==> config.mk <==
export PLATFORM = sky130hd
export DESIGN_NAME = mio_bus_ctrl
export DESIGN_NICKNAME = d
export VERILOG_FILES = /design/src/rtl/mio_bus_ctrl.sv
export SDC_FILE = /design/constraint.sdc
export NUM_CORES = 1
export LEC_CHECK = 0
export ABC_AREA = 0
export CAP_MARGIN = 20
export CORE_MARGIN = 3
export CORE_UTILIZATION = 50
export CTS_BUF_LIST = sky130_fd_sc_hd__clkbuf_4 sky130_fd_sc_hd__clkbuf_8 sky130_fd_sc_hd__clkbuf_16
export DETAILED_ROUTE_END_ITERATION = 8
export GPL_TIMING_DRIVEN = 0
export PLACE_DENSITY = 0.81
export SYNTH_ARGS = -nofsm -noshare
export SYNTH_HDL_FRONTEND = slang
export SYNTH_SLANG_ARGS = --single-unit
==> constraint.sdc <==
create_clock -name clk -period 3.56 [get_ports clk]
set_input_delay 0.712 -clock clk [delete_from_list [all_inputs] [get_ports clk]]
set_output_delay 0.712 -clock clk [all_outputs]
set_load 0.01 [all_outputs]
==> src/rtl/mio_bus_ctrl.sv <==
// mio_bus_ctrl: memory/IO responder for the Multi_CPU bus.
// Answers CPU requests (cpu_mio/mem_w/addr_in/wdata) with rdata and a one-cycle
// mio_ready pulse, decoding each request to a synchronous data RAM or to a small
// IO register file (LED, switches, reload timer). The timer drives the CPU INT line.
//
// Ports:
//   clk, rst           clock, asynchronous active-low reset
//   cpu_mio, mem_w     request valid / write select (held until mio_ready)
//   addr_in, wdata     byte address (word access), write data
//   rdata, mio_ready   read data, one-cycle completion pulse
//   ram_addr, ram_we,
//   ram_din, ram_dout  synchronous RAM port (ram_dout valid one cycle after address)
//   sw, led            switch inputs, LED register
//   int_out            registered timer interrupt
module mio_bus_ctrl #(
    parameter int unsigned RAM_AW         = 10,
    parameter logic [31:0] IO_BASE        = 32'hF000_0000,
    parameter logic [31:0] UNMAPPED_RDATA = 32'h0000_0000
) (
    input  logic              clk,
    input  logic              rst,
    input  logic              cpu_mio,
    input  logic              mem_w,
    input  logic [31:0]       addr_in,
    input  logic [31:0]       wdata,
    output logic [31:0]       rdata,
    output logic              mio_ready,
    output logic [RAM_AW-1:0] ram_addr,
    output logic              ram_we,
    output logic [31:0]       ram_din,
    input  logic [31:0]       ram_dout,
    input  logic [15:0]       sw,
    output logic [15:0]       led,
    output logic              int_out
);

    typedef enum logic [1:0] {IDLE, ACCESS, RDATA, DONE} state_t;

    state_t      state, state_next;
    logic [31:2] addr_q;
    logic [31:0] wdata_q;
    logic        we_q;

    logic [29:0] io_off;
    logic        is_ram, is_io;
    logic [1:0]  io_sel;
    logic [31:0] io_rdata;
    logic        io_wr, wr_led, wr_tmr, wr_ctrl;

    logic [31:0] tmr_val, tmr_reload;
    logic        tmr_en, tmr_ie, tmr_flag, tmr_wrap;

    // Byte-lane bits are not part of word addressing.
    logic        addr_unused;
    assign addr_unused = ^addr_in[1:0];

    // Decode from the latched word address.
    assign is_ram = (addr_q[31:RAM_AW+2] == '0);
    assign io_off = addr_q[31:2] - IO_BASE[31:2];
    assign is_io  = !is_ram && (io_off[29:2] == '0);
    assign io_sel = io_off[1:0];

    assign io_wr   = (state == ACCESS) && we_q && is_io;
    assign wr_led  = io_wr && (io_sel == 2'd0);
    assign wr_tmr  = io_wr && (io_sel == 2'd2);
    assign wr_ctrl = io_wr && (io_sel == 2'd3);

    assign tmr_wrap = tmr_en && (tmr_val == '0);

    always_comb begin
        io_rdata = UNMAPPED_RDATA;
        if (is_io) begin
            case (io_sel)
                2'd0:    io_rdata = {16'h0000, led};
                2'd1:    io_rdata = {16'h0000, sw};
                2'd2:    io_rdata = tmr_val;
                default: io_rdata = {28'h0000000, tmr_flag, 1'b0, tmr_ie, tmr_en};
            endcase
        end
    end

    always_ff @(posedge clk or negedge rst) begin
        if (!rst) state <= IDLE;
        else      state <= state_next;
    end

    always_comb begin
        state_next = state;
        mio_ready  = 1'b0;
        ram_we     = 1'b0;
        ram_addr   = addr_q[RAM_AW+1:2];
        ram_din    = wdata_q;
        case (state)
            IDLE:   if (cpu_mio) state_next = ACCESS;
            ACCESS: begin
                ram_we     = we_q && is_ram;
                state_next = (is_ram && !we_q) ? RDATA : DONE;
            end
            RDATA:  state_next = DONE;
            DONE: begin
                mio_ready  = 1'b1;
                state_next = IDLE;
            end
            default: state_next = IDLE;
        endcase
    end

    always_ff @(posedge clk or negedge rst) begin
        if (!rst) begin
            addr_q  <= '0;
            wdata_q <= '0;
            we_q    <= 1'b0;
            rdata   <= '0;
            led     <= '0;
        end else begin
            if (state == IDLE && cpu_mio) begin
                addr_q  <= addr_in[31:2];
                wdata_q <= wdata;
                we_q    <= mem_w;
            end
            if (state == ACCESS && !we_q && !is_ram) rdata <= io_rdata;
            if (state == RDATA)                      rdata <= ram_dout;
            if (wr_led)                              led   <= wdata_q[15:0];
        end
    end

    // Timer: a CPU write to the value register overrides counting; a wrap
    // sets the flag even when a write-1 clear lands on the same edge.
    always_ff @(posedge clk or negedge rst) begin
        if (!rst) begin
            tmr_val    <= '0;
            tmr_reload <= '0;
            tmr_en     <= 1'b0;
            tmr_ie     <= 1'b0;
            tmr_flag   <= 1'b0;
            int_out    <= 1'b0;
        end else begin
            if (wr_tmr) begin
                tmr_val    <= wdata_q;
                tmr_reload <= wdata_q;
            end else if (tmr_wrap) begin
                tmr_val <= tmr_reload;
            end else if (tmr_en) begin
                tmr_val <= tmr_val - 32'd1;
            end
            if (wr_ctrl) begin
                tmr_en <= wdata_q[0];
                tmr_ie <= wdata_q[1];
            end
            if (tmr_wrap)                    tmr_flag <= 1'b1;
            else if (wr_ctrl && wdata_q[2])  tmr_flag <= 1'b0;
            int_out <= tmr_flag & tmr_ie;
        end
    end

endmodule

==> results by group, run 1 <==
Outcome
  • Status: finished, final reports clean

CTS
  • Setup bufs post-CTS: 0
  • Clk root buf: clkbuf_16
  • Htree depth: 4
  • CTS Buffer Depth: 2
  • TritonCTS clock tree: yes
  • Clock buffer count from CTS: 17
  • CTS clk-pin slew, worst paths: 70 ps
  • Clock sink count: 181
  • Hold_buf cts: 0
  • Worst-Skew Late Latency: 440 ps
  • Post_cts resized: 0

Synthesis
  • Mapped cell area: 8482 sq um
  • Syn nets: 916
  • Synth area leader: dfrtp_1
  • Avg Cell Area, Syn: 10.68 sq um
  • Syn Inst Count: 794
  • Main synth FF type: dfrtp_1
  • Number of distinct library cells after synthesis: 56
  • Register bit total from synthesis: 181
  • Number of enable flip-flop cells after synthesis: 0
  • Synth area leaders: dfrtp_1, mux2_2, nand2_1
  • Asr flop ratio synth: 1.000
  • Sequential share of the synthesized area: 0.5340
  • Share of the synthesized area in the top cell type: 0.5340
  • Warnings from Yosys: 0

Die
  • I/O pin count: 209
  • Die width: 136.2 microns
  • Die Ht: 136.2 microns
  • Total core area: 16,230 sq um
  • Num rows: 46
  • Starting density of the core: 0.5226
  • Die area: 18,560 sq um

Placement
  • Cells after DPL: 1,218
  • GPL Wtd Cong: 0.9105
  • Port buffer count: 206
  • HPWL after DPL: 17,760 microns
  • Dpl cell area: 10,850 sq um

Cells and area
  • Layout cell share with drive strength beyond 1: 0.1412
  • Finished Cell Area: 11,480 sq um
  • Commonest non-fill, non-tap cells in the layout: clkdlybuf4s50_1, dfrtp_1, nand2_1
  • Finished Layout Cells: 1,250
  • Antenna diode count: 0
  • Layout Nets: 1,143
  • Commonest non-fill, non-tap cell in the layout: clkdlybuf4s50_1
  • Area growth syn-to-layout: 35.30%

Timing
  • Final setup vio count: 0
  • Hold_ws: 301.5 ps
  • Final Skew: 8.826 ps
  • Fmax: 312.1 MHz
  • Rel. slew slack: 0.2922
  • Setup TNS: 0 ps
  • Pins over their slew limit: 0
  • Min Tclk post-route: 3204 ps
  • Post-route clock period utilization: 0.9000
  • Measured slew at the worst slew-check pin: 1052 ps
  • RSZ-0062 raised after global routing: false
  • Hold Fails Final Rpt: 0

Worst setup path
  • Critical path required time: 3930 ps
  • CP top delay family: simple AND/OR/NAND/NOR gates
  • CP bufs+invs: 3
  • Startpoint Class: register
  • CP Data Arrival Time: 3570 ps
  • Max incr delay on CP: 670 ps
  • CP max-delay cell: or4b_2
  • Cells along the critical path: inv_1 > ha_1 > clkbuf_1 > or4b_2 > or3_1 > nor2_1 > clkbuf_1 > a22oi_1 > nand2_1
  • Crit-path most repeated cell: clkbuf_1
  • Crit path capture type: register
  • CP Max Fanout: 10
  • Crit path kind: reg2reg

Drt
  • Detailed Routing Iterations Pass 1: 8
  • Final wirelength: 24,670 microns
  • Initial DRC count: 669
  • Via count: 7,110
  • Antenna-violating nets left: 0
  • DRC violations left: 0
  • WL per Instance: 19.74 microns
  • Via density per instance: 5.688

Job
  • Maxcap violations: 0

Global route
  • Antenna violations before repair: 0
  • Grt ovf: 0
  • Number of global-route vias before repair: 7,172
  • GRT Total Usage: 0.2725
  • First-pass GRT wire length: 38,730 microns
  • Largest net degree at the start of global routing: 114

Pwr
  • Peak supply drop: 0.0003291 V
  • Leakage power total: 0.005324 uW
  • PwrDens: 658.8 nW/um^2

Min path
  • HP Class: in2async
-- where the power goes --
| part | internal [uW] | total, uW | switching (uW) |
|---|---|---|---|
| registers | 2580 | 3040 | 456 |
| logic | 1460 | 2550 | 1080 |
| clock network | 1150 | 1970 | 824 |
| total | 5200 | 7560 | 2360 |
-- cells by family after synthesis --
family	after synthesis	synth area share
buffers and inverters	75	0.03894
xor gates and xnor gates	18	0.01859
muxes	106	0.1416
adders and majority gates	6	0.008851
AOI/OAI and AO/OA	134	0.1056
DFF	181	0.5340
and+or+nand+nor	274	0.1524
-- through the flow --
step           utilization  worst slack (ps)  total power [uW]
4_1_cts             0.7071             350.6              7609
6_report            0.7071             356.1              7561
2_1_floorplan            -             974.8              4271
3_5_place_dp        0.6686             358.1              5621
3_3_place_gp        0.6663             -5683              5538
5_1_grt             0.7071             122.8              7955
-- layer usage --
metal  part of all wire  wire, microns  GRT usage  up-vias
met2               0.46          11410     0.4263      323
met4              0.033            812     0.1181        0
met3              0.079           1947    0.04626       60
met1               0.43          10510     0.3769     3472
li1                   -              -          -     3255
met5                  0              0          0        -
-- flip-flops by register name (all words and copies together) (netlist names) --
| name | count |
|---|---|
| tmr_en | 1 |
| led | 16 |
| state | 2 |
| tmr_ie | 1 |
| addr_q | 30 |
| we_q | 1 |
| rdata | 32 |
| int_out | 1 |
| ram_din | 32 |
| tmr_flag | 1 |
| tmr_reload | 32 |
| tmr_val | 32 |
-- final timing paths --
path	endpoint	cells after the start	start	slack, ps
worst min register to register	rdata[18]	2	rdata[18]	470
worst min-delay path	addr_q[20]	1	rst	300
worst max-delay path	rdata[26]	9	state[0]	360
max in group asynchronous	led[8]	2	rst	2410
min in group clk	rdata[18]	2	rdata[18]	470
worst max register to register	rdata[26]	9	state[0]	360
-- area by class of cell --
class	instances	area, sq um
Buffer	54	251.5
Clock buffer	19	452.9
Clock inverter	13	171.4
Fill cell	1188	4755
Inverter	21	78.83
Multi-Input combinational cell	538	3622
Sequential cell	181	4529
Tap cell	216	270.3
Timing Repair Buffer	208	2100
-- synthesized netlist by cell type, drive strengths merged, types with 7 or more instances --
cell type	count
clkbuf	38
buf	16
o211ai	10
or3	12
a21oi	17
nor3	7
nor4	16
mux2i	21
dfrtp	181
xnor2	16
o21ai	49
nor2	26
mux2	82
inv	21
or4	7
nand3	8
nand2	170
a222oi	13
a22oi	16
Power figures use the tool's default switching activity.
==> inputs of run 2 (changes only) <==
==> constraint.sdc (replaced) <==
create_clock -name clk -period 3.56 [get_ports clk]
set_input_delay 0.89 -clock clk [delete_from_list [all_inputs] [get_ports clk]]
set_output_delay 0.89 -clock clk [all_outputs]
set_load 0.01 [all_outputs]
==> results of run 2 <==
The final DEF is identical to that of run 1. Status: finished, final reports clean.
Main changes from that run: setup slack after layout 356.1 ps -> 222.6 ps; hold slack 301.5 ps -> 474.1 ps; start point of the critical path state[0] -> addr_q[14]; end point of the critical path rdata[26] -> ram_we
==> inputs of run 3 (changes only) <==
clock period = 4.3 ns   (was 3.56 ns; I/O delays follow)
==> results of run 3 <==
The final DEF is identical to that of run 1. Status: finished, final reports clean.
Main changes from that run: setup slack after placement 358.1 ps -> 1098 ps; setup slack after layout 356.1 ps -> 777.6 ps; hold slack 301.5 ps -> 474.1 ps; start point of the critical path state[0] -> addr_q[14]; end point of the critical path rdata[26] -> ram_we; register-to-register setup slack 360 ps -> 1100 ps; total power 7561 uW -> 6260 uW; worst IR drop on VDD 0.0003291 V -> 0.0002725 V
